===== src/rtl/uart_frame_receiver.sv =====
// UART receive path: synchronises Rxd, finds start bits, samples each bit at its centre
// and reports each frame as a one-cycle data-ready or error pulse.
module uart_frame_receiver #(
   parameter int BAUD_WIDTH  = 14,
   parameter int SYNC_STAGES = 2
) (
   input  logic                  i_clk,
   input  logic                  i_rst_n,
   input  logic                  i_enable,
   input  logic                  i_rxd,
   input  logic [2:0]            i_data_len_limit,
   input  logic                  i_stop_len_limit,
   input  logic                  i_parity_en,
   input  logic                  i_parity_polarity,
   input  logic [BAUD_WIDTH-1:0] i_baud_limit,
   output logic [7:0]            o_rx_data,
   output logic                  o_rx_ready,
   output logic                  o_rx_parity_err,
   output logic                  o_rx_frame_err,
   output logic                  o_rx_busy
);

   typedef enum logic [2:0] {
      S_IDLE,
      S_START,
      S_DATA,
      S_PARITY,
      S_STOP,
      S_WAIT_HIGH
   } state_t;

   state_t                r_state;
   logic [SYNC_STAGES-1:0] r_sync;
   logic                  r_rxd_d;
   logic [BAUD_WIDTH-1:0] r_baud_cnt;
   logic [BAUD_WIDTH-1:0] r_baud_lim;
   logic [2:0]            r_len_lim;
   logic                  r_stop_lim;
   logic                  r_par_en;
   logic                  r_par_pol;
   logic [2:0]            r_bit_idx;
   logic                  r_stop_idx;
   logic [7:0]            r_shift;
   logic                  r_par_flag;
   logic                  r_frame_flag;

   logic                  w_rxd_s;
   logic                  w_fall;
   logic                  w_tick;
   logic                  w_half;
   logic                  w_stop_bad;
   logic                  w_par_exp;
   logic [BAUD_WIDTH-1:0] w_cnt_inc;

   // Synchroniser stages idle high so reset never looks like a start edge.
   always_ff @(posedge i_clk or negedge i_rst_n) begin
      if (!i_rst_n) begin
         r_sync  <= '1;
         r_rxd_d <= 1'b1;
      end else begin
         r_sync  <= {r_sync[SYNC_STAGES-2:0], i_rxd};
         r_rxd_d <= w_rxd_s;
      end
   end

   assign w_rxd_s    = r_sync[SYNC_STAGES-1];
   assign w_fall     = r_rxd_d & ~w_rxd_s;
   assign w_tick     = (r_baud_cnt == r_baud_lim);
   assign w_half     = (r_baud_cnt == (r_baud_lim >> 1));
   assign w_cnt_inc  = r_baud_cnt + BAUD_WIDTH'(1);
   assign w_stop_bad = r_frame_flag | ~w_rxd_s;
   // Unused upper shift bits stay cleared, so this covers only the received data bits.
   assign w_par_exp  = (^r_shift) ^ r_par_pol;

   always_ff @(posedge i_clk or negedge i_rst_n) begin
      if (!i_rst_n) begin
         r_state         <= S_IDLE;
         r_baud_cnt      <= '0;
         r_baud_lim      <= '0;
         r_len_lim       <= '0;
         r_stop_lim      <= 1'b0;
         r_par_en        <= 1'b0;
         r_par_pol       <= 1'b0;
         r_bit_idx       <= '0;
         r_stop_idx      <= 1'b0;
         r_shift         <= '0;
         r_par_flag      <= 1'b0;
         r_frame_flag    <= 1'b0;
         o_rx_data       <= '0;
         o_rx_ready      <= 1'b0;
         o_rx_parity_err <= 1'b0;
         o_rx_frame_err  <= 1'b0;
         o_rx_busy       <= 1'b0;
      end else begin
         o_rx_ready      <= 1'b0;
         o_rx_parity_err <= 1'b0;
         o_rx_frame_err  <= 1'b0;
         if (!i_enable) begin
            r_state   <= S_IDLE;
            o_rx_busy <= 1'b0;
         end else begin
            case (r_state)
               S_IDLE: begin
                  if (w_fall) begin
                     r_state      <= S_START;
                     r_baud_cnt   <= '0;
                     o_rx_busy    <= 1'b1;
                     r_baud_lim   <= i_baud_limit;
                     r_len_lim    <= i_data_len_limit;
                     r_stop_lim   <= i_stop_len_limit;
                     r_par_en     <= i_parity_en;
                     r_par_pol    <= i_parity_polarity;
                     r_bit_idx    <= '0;
                     r_stop_idx   <= 1'b0;
                     r_shift      <= '0;
                     r_par_flag   <= 1'b0;
                     r_frame_flag <= 1'b0;
                  end
               end
               S_START: begin
                  if (w_half) begin
                     if (w_rxd_s) begin
                        r_state   <= S_IDLE;
                        o_rx_busy <= 1'b0;
                     end else begin
                        r_baud_cnt <= '0;
                        r_state    <= S_DATA;
                     end
                  end else begin
                     r_baud_cnt <= w_cnt_inc;
                  end
               end
               S_DATA: begin
                  if (w_tick) begin
                     r_baud_cnt         <= '0;
                     r_shift[r_bit_idx] <= w_rxd_s;
                     if (r_bit_idx == r_len_lim) begin
                        r_state <= r_par_en ? S_PARITY : S_STOP;
                     end else begin
                        r_bit_idx <= r_bit_idx + 3'd1;
                     end
                  end else begin
                     r_baud_cnt <= w_cnt_inc;
                  end
               end
               S_PARITY: begin
                  if (w_tick) begin
                     r_baud_cnt <= '0;
                     r_par_flag <= (w_rxd_s != w_par_exp);
                     r_state    <= S_STOP;
                  end else begin
                     r_baud_cnt <= w_cnt_inc;
                  end
               end
               S_STOP: begin
                  if (w_tick) begin
                     r_baud_cnt   <= '0;
                     r_frame_flag <= w_stop_bad;
                     if (r_stop_idx == r_stop_lim) begin
                        // Finish at the centre of the last stop bit to allow back-to-back frames.
                        o_rx_busy <= 1'b0;
                        if (!w_stop_bad && !r_par_flag) begin
                           o_rx_data  <= r_shift;
                           o_rx_ready <= 1'b1;
                           r_state    <= S_IDLE;
                        end else begin
                           o_rx_parity_err <= r_par_flag;
                           o_rx_frame_err  <= w_stop_bad;
                           r_state         <= w_rxd_s ? S_IDLE : S_WAIT_HIGH;
                        end
                     end else begin
                        r_stop_idx <= 1'b1;
                     end
                  end else begin
                     r_baud_cnt <= w_cnt_inc;
                  end
               end
               S_WAIT_HIGH: begin
                  if (w_rxd_s) begin
                     r_state <= S_IDLE;
                  end
               end
               default: begin
                  r_state   <= S_IDLE;
                  o_rx_busy <= 1'b0;
               end
            endcase
         end
      end
   end

endmodule

===== config.mk =====
export PLATFORM = sky130hd
export DESIGN_NAME = uart_frame_receiver
export DESIGN_NICKNAME = d
export VERILOG_FILES = /design/src/rtl/uart_frame_receiver.sv
export SDC_FILE = /design/constraint.sdc
export NUM_CORES = 1
export LEC_CHECK = 0
export CAP_MARGIN = 25
export CELL_PAD_IN_SITES_DETAIL_PLACEMENT = 0
export CELL_PAD_IN_SITES_GLOBAL_PLACEMENT = 1
export CORE_MARGIN = 5
export CORE_UTILIZATION = 41
export DETAILED_ROUTE_END_ITERATION = 16
export GPL_ROUTABILITY_DRIVEN = 0
export GPL_TIMING_DRIVEN = 0
export PLACE_DENSITY = 0.85
export SETUP_SLACK_MARGIN = 0.15
export SKIP_LAST_GASP = 1
export SLEW_MARGIN = 20
export SYNTH_ARGS = -nofsm -noshare
export SYNTH_HDL_FRONTEND = slang
export SYNTH_SLANG_ARGS = --single-unit
export TNS_END_PERCENT = 1

===== constraint.sdc =====
create_clock -name i_clk -period 2.4 [get_ports i_clk]
set_input_delay 0.6 -clock i_clk [delete_from_list [all_inputs] [get_ports i_clk]]
set_output_delay 0.6 -clock i_clk [all_outputs]
set_load 0.02 [all_outputs]

# Word-level counts from Yosys, hierarchy flattened
# Index checks and enable logic that the tools add are counted.
# classes
bitwise_logic	4
n_reduce_logical	22
muxes	59
addsub	2
n_eq_ne	27
n_lt_le_gt_ge	2
# op_table
op	n
two-way mux 14 bit	4
two-way mux 3 bit	15
one-hot mux 14 bit (3 select lines)	1
!= test 3 bit, second input constant	10
two-way mux 1 bit	27
one-hot mux 3 bit (6 select lines)	1
two-way mux 8 bit	2
one-hot mux 8 bit (2 select lines)	1
AND reduction 4 bit	4
AND reduction 5 bit	3
adder 14 x 1 -> 14 bit, second input constant	1
equality test 14 x 13 -> 1 bit	1
equality test 14 bit	1
!= test 2 bit, second input constant	7
bitwise mux 8 bit	1
AND reduction 8 bit	1
parity 8 bit	1
equality test 3 x 2 -> 1 bit, second input constant	2
equality test 3 bit, second input constant	2
one-hot mux 1 bit (2 select lines)	3
one-hot mux 3 bit (2 select lines)	1
AND reduction 6 bit	1
nonzero test 2 bit	3
OR reduction 3 bit	2
other kinds (19)	21
# word_totals
register_bits	66
wordCells	135
inputBits	24
output_inout_bits	12

# Logic depth before layout (Yosys ltp)
# Gate-level depths: netlist of the first run.
# depth
ltp_word	9
depth_mapped	8
ltp_nobuf	7

# Least setup slack after synthesis of the first run
# Ideal clock, no wire load.
# synth_timing
kind	register -> register
startpoint	register r_baud_cnt[0]
endpoint	register o_rx_data[0]
setup_ns	0.125
required_time_ns	2.275
arrival_ns	2.128
path_buffers	1
path_stages_with_launch	8
setup_slack_ns	0.148
period_less_slack_ns	2.252
cell_sequence	dfrtp_1 -> clkbuf_1 -> xnor2_1 -> nand4_1 -> nor4_4 -> nand2_2 -> nor4_4 -> mux2_2
# synth_between
elab_chain_cells	2
# synth_lines
item	line_no	rtl
start: declaration	35	logic [BAUD_WIDTH-1:0] r_baud_cnt;
start signal: assignment	130	r_baud_cnt <= w_cnt_inc;
start signal: assignment	143	r_baud_cnt <= w_cnt_inc;
start signal: assignment	152	r_baud_cnt <= w_cnt_inc;
equality test 14 bit	68	assign w_tick = (r_baud_cnt == r_baud_lim);
AND reduction 5 bit (no source line)	-	
end signal: assignment	163	o_rx_data <= r_shift;
end: declaration	16	output logic [7:0] o_rx_data,
# Every way passes these cells.
# A chain may end at the register's enable or synchronous reset.

# Worst setup path after layout of the first run
# layout_timing
startpoint	register r_baud_cnt[6]
endpoint	register r_state[1]
# layout_between
elab_chain_cells	3
elab_cells_between_ends	7
classes_between	eq/ne (6); reduce/logical (1)
# layout_lines
item	line_no	rtl
equality test 14 bit / equality test 14 x 13 -> 1 bit (equally long branches)	68, 69	
!= test 3 bit (no source line)	-	
AND reduction 8 bit (no source line) *	-	
end signal: assignment	138	r_state <= r_par_en ? S_PARITY : S_STOP;
end signal: assignment	169	r_state <= w_rxd_s ? S_IDLE : S_WAIT_HIGH;
end: declaration	32	state_t r_state;
# Mark *: on every way between the ends. The rest lies on a longest branch, timed or not.

==> results of run 1 <==
## worst max-delay path, stage by stage, from the launching register on
cell	delay, ps
dfrtp_1	370
buf_6	130
nor2b_4	120
a2111o_1	420
a2111oi_4	430
a211oi_4	150
buf_6	150
nor4_4	350
mux2i_1	240
## registers in the layout, indices dropped and copies added, names as in the netlist, 2 cells and up
register	flops
r_baud_cnt	14
o_rx_data	8
r_baud_lim	14
r_bit_idx	3
r_shift	8
r_len_lim	3
r_sync	2
r_state	3
## repair_timing
action	CTS	global route
pin swaps	6	5
setup buffers	7	6
gates resized for setup	5	19
endpoints found under the setup margin	53	54
## power groups by stage
stage / Combinational, mW / Sequential, mW / Clock (mW)
after floorplan: 1.05 / 1.55 / 0
after global placement: 1.31 / 1.60 / 0
after global routing: 1.60 / 1.64 / 0.952
after CTS: 1.39 / 1.59 / 0.908
after detailed placement: 1.36 / 1.61 / 0
final: 1.46 / 1.60 / 0.880
## cells by family after synthesis
logic type	share of synthesized area [%]
simple gates	16.99
flops	45.51
compound gates	12.21
mux	11.73
xor+xnor	8.910
buf+inv	3.956
fa+ha+maj	0.6879
## cell type report
class | instances | area (um2) | share of cell area [%]
multi-input combinational | 252 | 1864 | 41.53
sequential | 66 | 1655 | 36.87
timing repair buffer | 49 | 480.5 | 10.70
tap | 108 | 135.1 | 3.010
buffer | 26 | 132.6 | 2.954
clock buffer | 9 | 123.9 | 2.759
clock inverter | 7 | 60.06 | 1.338
inverter | 10 | 37.54 | 0.8361
## cell usage after synthesis, drive strengths merged, types with 3 or more instances
master   count
nand3        9
o211ai      12
dfstp        3
nand2       47
o21ai       14
mux2i       10
nand4        7
clkbuf      21
nor4        11
xor2         6
dfrtp       63
mux2        29
and3         4
o221ai       5
buf          5
nor2        14
o311ai       3
xnor2       31
inv          9
nand2b       9
nand3b       3
a21oi        4
o2111ai      5
## cells in the final DEF, fill, tap and decap left out, types with 3 or more instances in the layout
cell type and instances:
a21oi_1 3, and3_1 4, buf_2 3, buf_4 13, buf_6 4, clkbuf_1 12, clkbuf_2 7, clkbuf_8 9
clkdlybuf4s50_1 34, clkinv_4 3, dfrtp_1 63, dfstp_2 3, inv_1 9, inv_6 3, mux2_2 29, mux2i_1 10
nand2_1 46, nand2b_1 9, nand3_1 9, nand3b_1 3, nand4_1 7, nor2_1 14, nor4_1 8, nor4_4 3
o2111ai_1 5, o211ai_1 12, o21ai_0 13, o221ai_1 5, xnor2_1 30, xor2_1 6
## how the worst min path moves through the flow
| stage | from | to |
|---|---|---|
| after floorplan | i_rst_n | o_rx_busy$_DFFE_PN0P_ |
| after global placement | r_sync[0]$_DFF_PN1_ | r_sync[1]$_DFF_PN1_ |
| after detailed placement | r_sync[0]$_DFF_PN1_ | r_sync[1]$_DFF_PN1_ |
| after CTS | i_rst_n | r_baud_cnt[8]$_DFFE_PN0P_ |
| after global routing | i_rst_n | r_baud_cnt[8]$_DFFE_PN0P_ |
| final | i_rst_n | r_baud_cnt[10]$_DFFE_PN0P_ |
## metal layers
layer,part of all wire [%],GRT usage [%]
met1,49,23.34
met2,45,23.82
met3,4.5,3.786
met5,0,0
met4,1.4,5.273
## metrics by stage
stage,worst slack (ps),setup TNS (ps),utilization [%],instances,hold WS (ps)
after floorplan,147.9,0,-,354,304.4
after global placement,-1556,-113490,47.58,497,348.3
after detailed placement,-456.5,-15580,47.87,498,347.5
after CTS,20.52,0,50.87,521,123.1
after global routing,-91.67,-863.6,51.73,527,132.0
final,-26.75,-55.04,51.73,527,123.7
==> impl_metrics.yaml, run 1 <==
outcome:
  outcome: "finished with violations"
  violations: "setup timing"
setup_path:
  r2r_cells: 8
  crit_path_end_kind: "flip-flop"
  crit_path_max_fanout: 7
  worstPathRequired_ps: 2680
  arrival_ps: 2710
  r2r_slack_ps: -30
  start_kind: "flip-flop"
  worstSetupEndpoint: "r_state[1]$_DFFE_PN0P_"
  path_class: "reg2reg"
  cp-startpoint: "r_baud_cnt[6]$_DFFE_PN0P_"
  rr_startpoint: "r_baud_cnt[6]$_DFFE_PN0P_"
  reg2reg_to: "r_state[1]$_DFFE_PN0P_"
clocking:
  cts_tree: "yes"
  numCtsBuffers: 9
  clkTransAtPathRegs_ps: 80
  clock-sinks: 66
  cts_hold_buf: 0
  clkLatencyLatePin_ps: 360
  cts_buffer_depth: 2
  root_buffer: "clkbuf_8"
  cts_max_level: 3
pwr:
  seqPwrFrac_pct: 40.6
  p_total_mw: 3.944
  combPwrFrac_pct: 37.1
  peakVddDrop_mv: 0.4784
  p_switching_mw: 1.481
  p_int_mw: 2.463
  power.density_mw_per_mm2: 878.5
  clkPwrFrac_pct: 22.3
  netSwitchingFraction_pct: 37.56
  leakagePower_nw: 1.798
die:
  start_util_pct: 41.91
  rows: 34
  dieArea_mm2: 0.01085
  core_mm2: 0.008678
  die_w_um: 104.2
  ios: 36
  die_h_um: 104.2
routing:
  via_count: 2875
  wire_per_inst_um: 15.88
  dr.first_iter.drc_count: 208
  ant_nets: 0
  dr.pass1.iters: 4
  viasPerCell: 5.455
  drc: 0
  wl_um: 8367
logic_synthesis:
  syn_nets: 380
  synth_top_area_cell: "dfrtp_1"
  ys_warn_count: 0
  synth_top_area_share_pct: 43.34
  async_flop_share_pct: 100.0
  syn_inst: 354
  synth.area.top_cells: "dfrtp_1, mux2_2, xnor2_1"
  ys.flop_type: "dfrtp_1"
  synth-seq-cells: 66
  synth_edf_count: 0
  syn_area_mm2: 0.003637
  syn_area_per_cell_um2: 10.27
  synth.distinct_cells: 47
  ys_seq_area_share_pct: 45.51
placement:
  hpwlAfterDp_um: 6017
  dpl_cell_area_mm2: 0.004154
  port_buffers: 35
timing:
  final.min_clock_period_ps: 2427
  clock.fmax_mhz: 412.1
  setup_ws_ps: -26.75
  worstMarginPinSlew_ps: 687.6
  rsz0062_at_grt: "true"
  fin_crit_sh_pct: 101.1
  final_hold_viol_count: 0
  clock_skew_ps: 13.54
  slew_violations: 0
  setup_violations: 3
  slew_headroom_pct: 53.99
grt:
  first_global_vias: 2838
  grt_max_degree: 48
  grt_antenna_before_repair: 0
  grt_overflow: 0
  grt_usage_pct: 16.16
  grt_pass1_wl_um: 14340
cells_and_area:
  fillerInstances: 807
  drive_above_1_share_pct: 20.76
  fin_nets: 440
  final_cell_area_mm2: 0.004489
  syn_to_final_growth_pct: 23.43
  antenna_cells: 0
job:
  max_cap_violations: 0
hold_path:
  hold_path.class: "in2async"
Power figures use the tool's default switching activity.
==> run 2: changes to the inputs <==
Settings changed: MAX_ROUTING_LAYER from default to met4.
==> run 2 against run 1 <==
- critical endpoint unchanged
- critical path depth is the same
- total power shrank 0.23%
- non-clock buffer count is the same
- fmax grew 0.26%
- setup slack gained 6.4 ps
- wire length shrank 0.22%
- sequential share of layout area is the same
- via count is essentially flat
- the flow still finishes with violations (setup timing)
- largest cell class unchanged
==> impl_metrics.yaml, run 2 (synthesis results as in run 1) <==
outcome:
  outcome: "finished with violations"
  violations: "setup timing"
pwr:
  leakagePower_nw: 1.798
  peakVddDrop_mv: 0.4786
  power.density_mw_per_mm2: 876.4
routing:
  top_layer_used: "met4"
  ant_nets: 0
  drc: 0
  wl_met3_um: 343
  wl_met1_um: 4131
  via_count: 2873
  wire_per_inst_um: 15.84
  dr.first_iter.drc_count: 211
  viasPerCell: 5.452
  dr.pass1.iters: 4
  wl_um: 8349
  dr_wl_met2_um: 3805
cells_and_area:
  seqCellArea_mm2: 0.001655
  antenna_cells: 0
  final_common_cell: "dfrtp_1"
  fin_nets: 440
  final_cell_area_mm2: 0.004489
  multi_input_area_mm2: 0.001864
  fillerInstances: 807
  syn_to_final_growth_pct: 23.43
  postLayoutCoreUtil_pct: 51.73
  final_cell_mix: "dfrtp_1, nand2_1, clkdlybuf4s50_1, xnor2_1, mux2_2"
  top_regs: "r_baud_cnt: 14 flops, r_baud_lim: 14 flops"
  drive_above_1_share_pct: 20.76
placement:
  post-place-ws_ps: -456.5
  dpl_cell_area_mm2: 0.004154
  hpwlAfterDp_um: 6017
  port_buffers: 35
timing:
  clock_skew_ps: 13.74
  worstMarginPinSlew_ps: 664.9
  clock.fmax_mhz: 413.2
  slew_headroom_pct: 55.51
  final.min_clock_period_ps: 2420
  setup_ws_ps: -20.39
  final_hold_viol_count: 0
  setup_violations: 2
  slew_violations: 0
  whs_ps: 131.5
  fin_crit_sh_pct: 100.8
  rsz0062_at_grt: "true"
  fin_setup_tns_ps: -35.02
setup_path:
  path_buf_inv: 2
  path_common_cell: "buf_6"
  crit_path_max_fanout: 7
  r2r_cells: 8
  cp.depth: 8
  slowest_stage: "a2111oi_4"
  arrival_ps: 2690
  worstPathRequired_ps: 2670
  cp_slowest_stage_delay_ps: 430
  critical_path.top_delay_family: "compound AO/OA/AOI/OAI gates"
  crit_chain: "buf_6, nor2b_4, a2111o_1, a2111oi_4, a211oi_4, buf_6, nor4_4, mux2i_1"
  start_kind: "flip-flop"
  path_class: "reg2reg"
  crit_path_end_kind: "flip-flop"
die:
  start_util_pct: 41.91
  core_mm2: 0.008678
  rows: 34
  die_h_um: 104.2
  ios: 36
  die_w_um: 104.2
  dieArea_mm2: 0.01085
clocking:
  clkLatencyLatePin_ps: 350
  cts_buffer_depth: 2
  numCtsBuffers: 9
  cts_tree: "yes"
  cts_hold_buf: 0
  cts_max_level: 3
  clock-sinks: 66
  root_buffer: "clkbuf_8"
  clkTransAtPathRegs_ps: 80
grt:
  grt_pass1_wl_um: 14350
  first_global_vias: 2836
  grt_antenna_before_repair: 0
  grt_max_degree: 48
  grt_overflow: 0
  grt_usage_pct: 16.67
hold_path:
  hold_path.class: "in2async"
job:
  max_cap_violations: 0
[run 2: layout make-up]
type	instances	area share, %
plain buffers	26	2.954
clock buffers	9	2.759
clock inverters	7	1.338
inverters	10	0.8361
multi-input cells	252	41.53
flip-flops and latches	66	36.87
well taps	108	3.010
repair buffers	49	10.70
[run 2: routing by layer]
metal,up-vias,GRT usage [%]
met1,1420,23.50
li1,1384,-
met3,6,4.221
met4,0,4.718
met2,63,23.77
met5,-,-
[run 2: repair_timing]
| action | 4_1_cts | 5_1_grt |
|---|---|---|
| endpoints found under the setup margin | 53 | 54 |
| gates resized for setup | 5 | 19 |
| buffers inserted | 7 | 6 |
| pin swaps | 6 | 5 |
| hold endpoints to repair | 0 | 0 |
[run 2: final timing paths]
path                       slack [ps]                      start                        end
max                               -20  r_baud_cnt[6]$_DFFE_PN0P_     r_state[1]$_DFFE_PN0P_
min                               130                    i_rst_n  r_baud_cnt[8]$_DFFE_PN0P_
max reg2reg                       -20  r_baud_cnt[6]$_DFFE_PN0P_     r_state[1]$_DFFE_PN0P_
min reg2reg                       360        r_sync[0]$_DFF_PN1_        r_sync[1]$_DFF_PN1_
max in group asynchronous        1690                    i_rst_n        r_sync[0]$_DFF_PN1_
min in group i_clk                360        r_sync[0]$_DFF_PN1_        r_sync[1]$_DFF_PN1_
[run 2: through the flow]
step | std cells | power (mW)
detailed placement | 498 | 2.967
global placement | 497 | 2.909
global route | 527 | 4.201
floorplan | 354 | 2.601
CTS | 521 | 3.890
finish | 527 | 3.935
[run 2: report_power, final]
group,total [mW],internal [mW],switching [mW],leakage (nW)
Clock,0.873,0.390,0.483,0.0908
Combinational,1.46,0.713,0.749,0.846
Sequential,1.60,1.36,0.241,0.861
Total,3.93,2.46,1.47,1.80
[run 2: worst reg2reg max path: cells and delay by family, from the launching register on]
kind | cells | cell delay, ps
buffers and inverters | 2 | 280
AO/OA/AOI/OAI | 3 | 1000
AND/OR/NAND/NOR | 2 | 460
flip-flops | 1 | 370
multiplexers | 1 | 240
==> run 3: changes to the inputs <==
Settings changed: RECOVER_POWER from default to 100.
==> run 3 against run 2 <==
- the run still ends with setup timing left
- total power about the same
- hold slack improved by 230 ps
- clock-buffer cell count unchanged
- critical path depth unchanged
- setup slack got worse by 7.7 ps
- first-iteration DRC count decreased by 9.0%
- register-to-register slack about the same
- die area unchanged
- fmax decreased by 0.32%
- global-route usage unchanged
- sequential cell count unchanged
- final cell count unchanged
- largest power group unchanged
==> impl_metrics.yaml, run 3 (synthesis results as in run 1) <==
timing:
  final_hold_viol_count: 0
  final.min_clock_period_ps: 2428
  clock.fmax_mhz: 411.9
  slew_headroom_pct: 18.76
  rsz0062_at_grt: "true"
  worstMarginPinSlew_ps: 1219
  fin_crit_sh_pct: 101.2
  setup_violations: 3
  slew_violations: 0
  fin_setup_tns_ps: -61.33
  setup_ws_ps: -28.05
  clock_skew_ps: 13.82
pwr:
  power.density_mw_per_mm2: 877.7
  p_total_mw: 3.934
  leakagePower_nw: 1.833
  peakVddDrop_mv: 0.4779
placement:
  dp_cells: 498
  hpwlAfterDp_um: 6017
  dpl_cell_area_mm2: 0.004154
  port_buffers: 35
routing:
  drc: 0
  via_count: 2877
  dr.first_iter.drc_count: 192
  viasPerCell: 5.459
  wl_um: 8359
  ant_nets: 0
  wire_per_inst_um: 15.86
  dr.pass1.iters: 4
grt:
  grt_max_degree: 48
  grt_usage_pct: 16.67
  grt_pass1_wl_um: 14350
  first_global_vias: 2836
  grt_overflow: 0
  grt_antenna_before_repair: 0
outcome:
  violations: "setup timing"
  outcome: "finished with violations"
hold_path:
  hold_path.class: "reg2reg"
  holdPathStages: 0
die:
  die_h_um: 104.2
  start_util_pct: 41.91
  ios: 36
  dieArea_mm2: 0.01085
  core_mm2: 0.008678
  rows: 34
  die_w_um: 104.2
cells_and_area:
  final_cell_mix: "dfrtp_1, nand2_1, xnor2_1, mux2_2, clkdlybuf4s50_1"
  syn_to_final_growth_pct: 23.22
  fin_cells: 527
  final_common_cell: "dfrtp_1"
  fillerInstances: 807
  postLayoutCoreUtil_pct: 51.64
  antenna_cells: 0
  final_cell_area_mm2: 0.004482
  drive_above_1_share_pct: 20.05
  fin_nets: 440
  top_regs: "r_baud_cnt: 14 flops, r_baud_lim: 14 flops"
clocking:
  root_buffer: "clkbuf_8"
  clock-sinks: 66
  clkLatencyLatePin_ps: 350
  cts_hold_buf: 0
  cts_max_level: 3
  cts_tree: "yes"
  numCtsBuffers: 9
  cts_buffer_depth: 2
  clkTransAtPathRegs_ps: 80
setup_path:
  path_class: "reg2reg"
  crit_path_end_kind: "flip-flop"
  slowest_stage: "a2111oi_4"
  crit_chain: "buf_6, nor2b_4, a2111o_1, a2111oi_4, a211oi_4, buf_6, nor4_4, mux2i_1"
  start_kind: "flip-flop"
  worstPathRequired_ps: 2670
  crit_path_max_fanout: 7
  cp_slowest_stage_delay_ps: 430
  r2r_cells: 8
  path_common_cell: "buf_6"
  arrival_ps: 2700
job:
  max_cap_violations: 0
## run 3: changes by cell type in the layout (fill, tap and decap cells not counted), sizes merged
| cell | delta |
|---|---|
| clkbuf | +3 |
| dlygate4sd3 | +14 |
| buf | -3 |
| clkdlybuf4s50 | -14 |
## run 3: report_power, final
group	switching (mW)	internal, mW	total (mW)
clock network	0.484	0.390	0.875
registers	0.240	1.36	1.60
logic	0.750	0.709	1.46
## run 3: worst paths after layout
| check | from | to | slack (ps) |
|---|---|---|---|
| worst max-delay path | r_baud_cnt[6]$_DFFE_PN0P_ | r_state[1]$_DFFE_PN0P_ | -30 |
| worst min-delay path | r_sync[0]$_DFF_PN1_ | r_sync[1]$_DFF_PN1_ | 360 |
| worst max register to register | r_baud_cnt[6]$_DFFE_PN0P_ | r_state[1]$_DFFE_PN0P_ | -30 |
| worst min register to register | r_sync[0]$_DFF_PN1_ | r_sync[1]$_DFF_PN1_ | 360 |
| max in group asynchronous | i_rst_n | r_sync[0]$_DFF_PN1_ | 1050 |
| min in group asynchronous | i_rst_n | r_baud_cnt[10]$_DFFE_PN0P_ | 480 |
## run 3: layer usage
layer / wire length [um] / up-vias / global-route usage, %
met4: 62 / 0 / 4.718
met5: 0 / - / -
met1: 4119 / 1409 / 23.50
li1: - / 1386 / -
met3: 383 / 6 / 4.221
met2: 3793 / 76 / 23.77
## run 3: worst max-delay path: cells and delay by family, from the launching register on
family	cells	cell delay, ps
AOI/OAI and AO/OA	3	1000
buffers and inverters	2	280
DFF	1	370
muxes	1	240
and+or+nand+nor	2	470
## run 3: repair_timing
item | 4_1_cts | 5_1_grt
pin swaps | 6 | 5
setup endpoints to repair | 53 | 54
resized for setup | 5 | 19
setup buffers | 7 | 6
## run 3: layout make-up
type,instances,area [um2],area share (%)
Multi-Input combinational cell,252,1864,41.60
Sequential cell,66,1655,36.93
Timing Repair Buffer,49,473.0,10.55
Tap cell,108,135.1,3.015
Buffer,26,132.6,2.959
Clock buffer,9,123.9,2.764
Clock inverter,7,60.06,1.340
Inverter,10,37.54,0.8375
## run 3: stage by stage
step	worst slack, ps	hold slack, ps
6_report	-28.05	363.1
5_1_grt	-91.66	370.8
4_1_cts	20.52	123.1
3_5_place_dp	-456.5	347.5
3_3_place_gp	-1556	348.3
2_1_floorplan	147.9	304.4
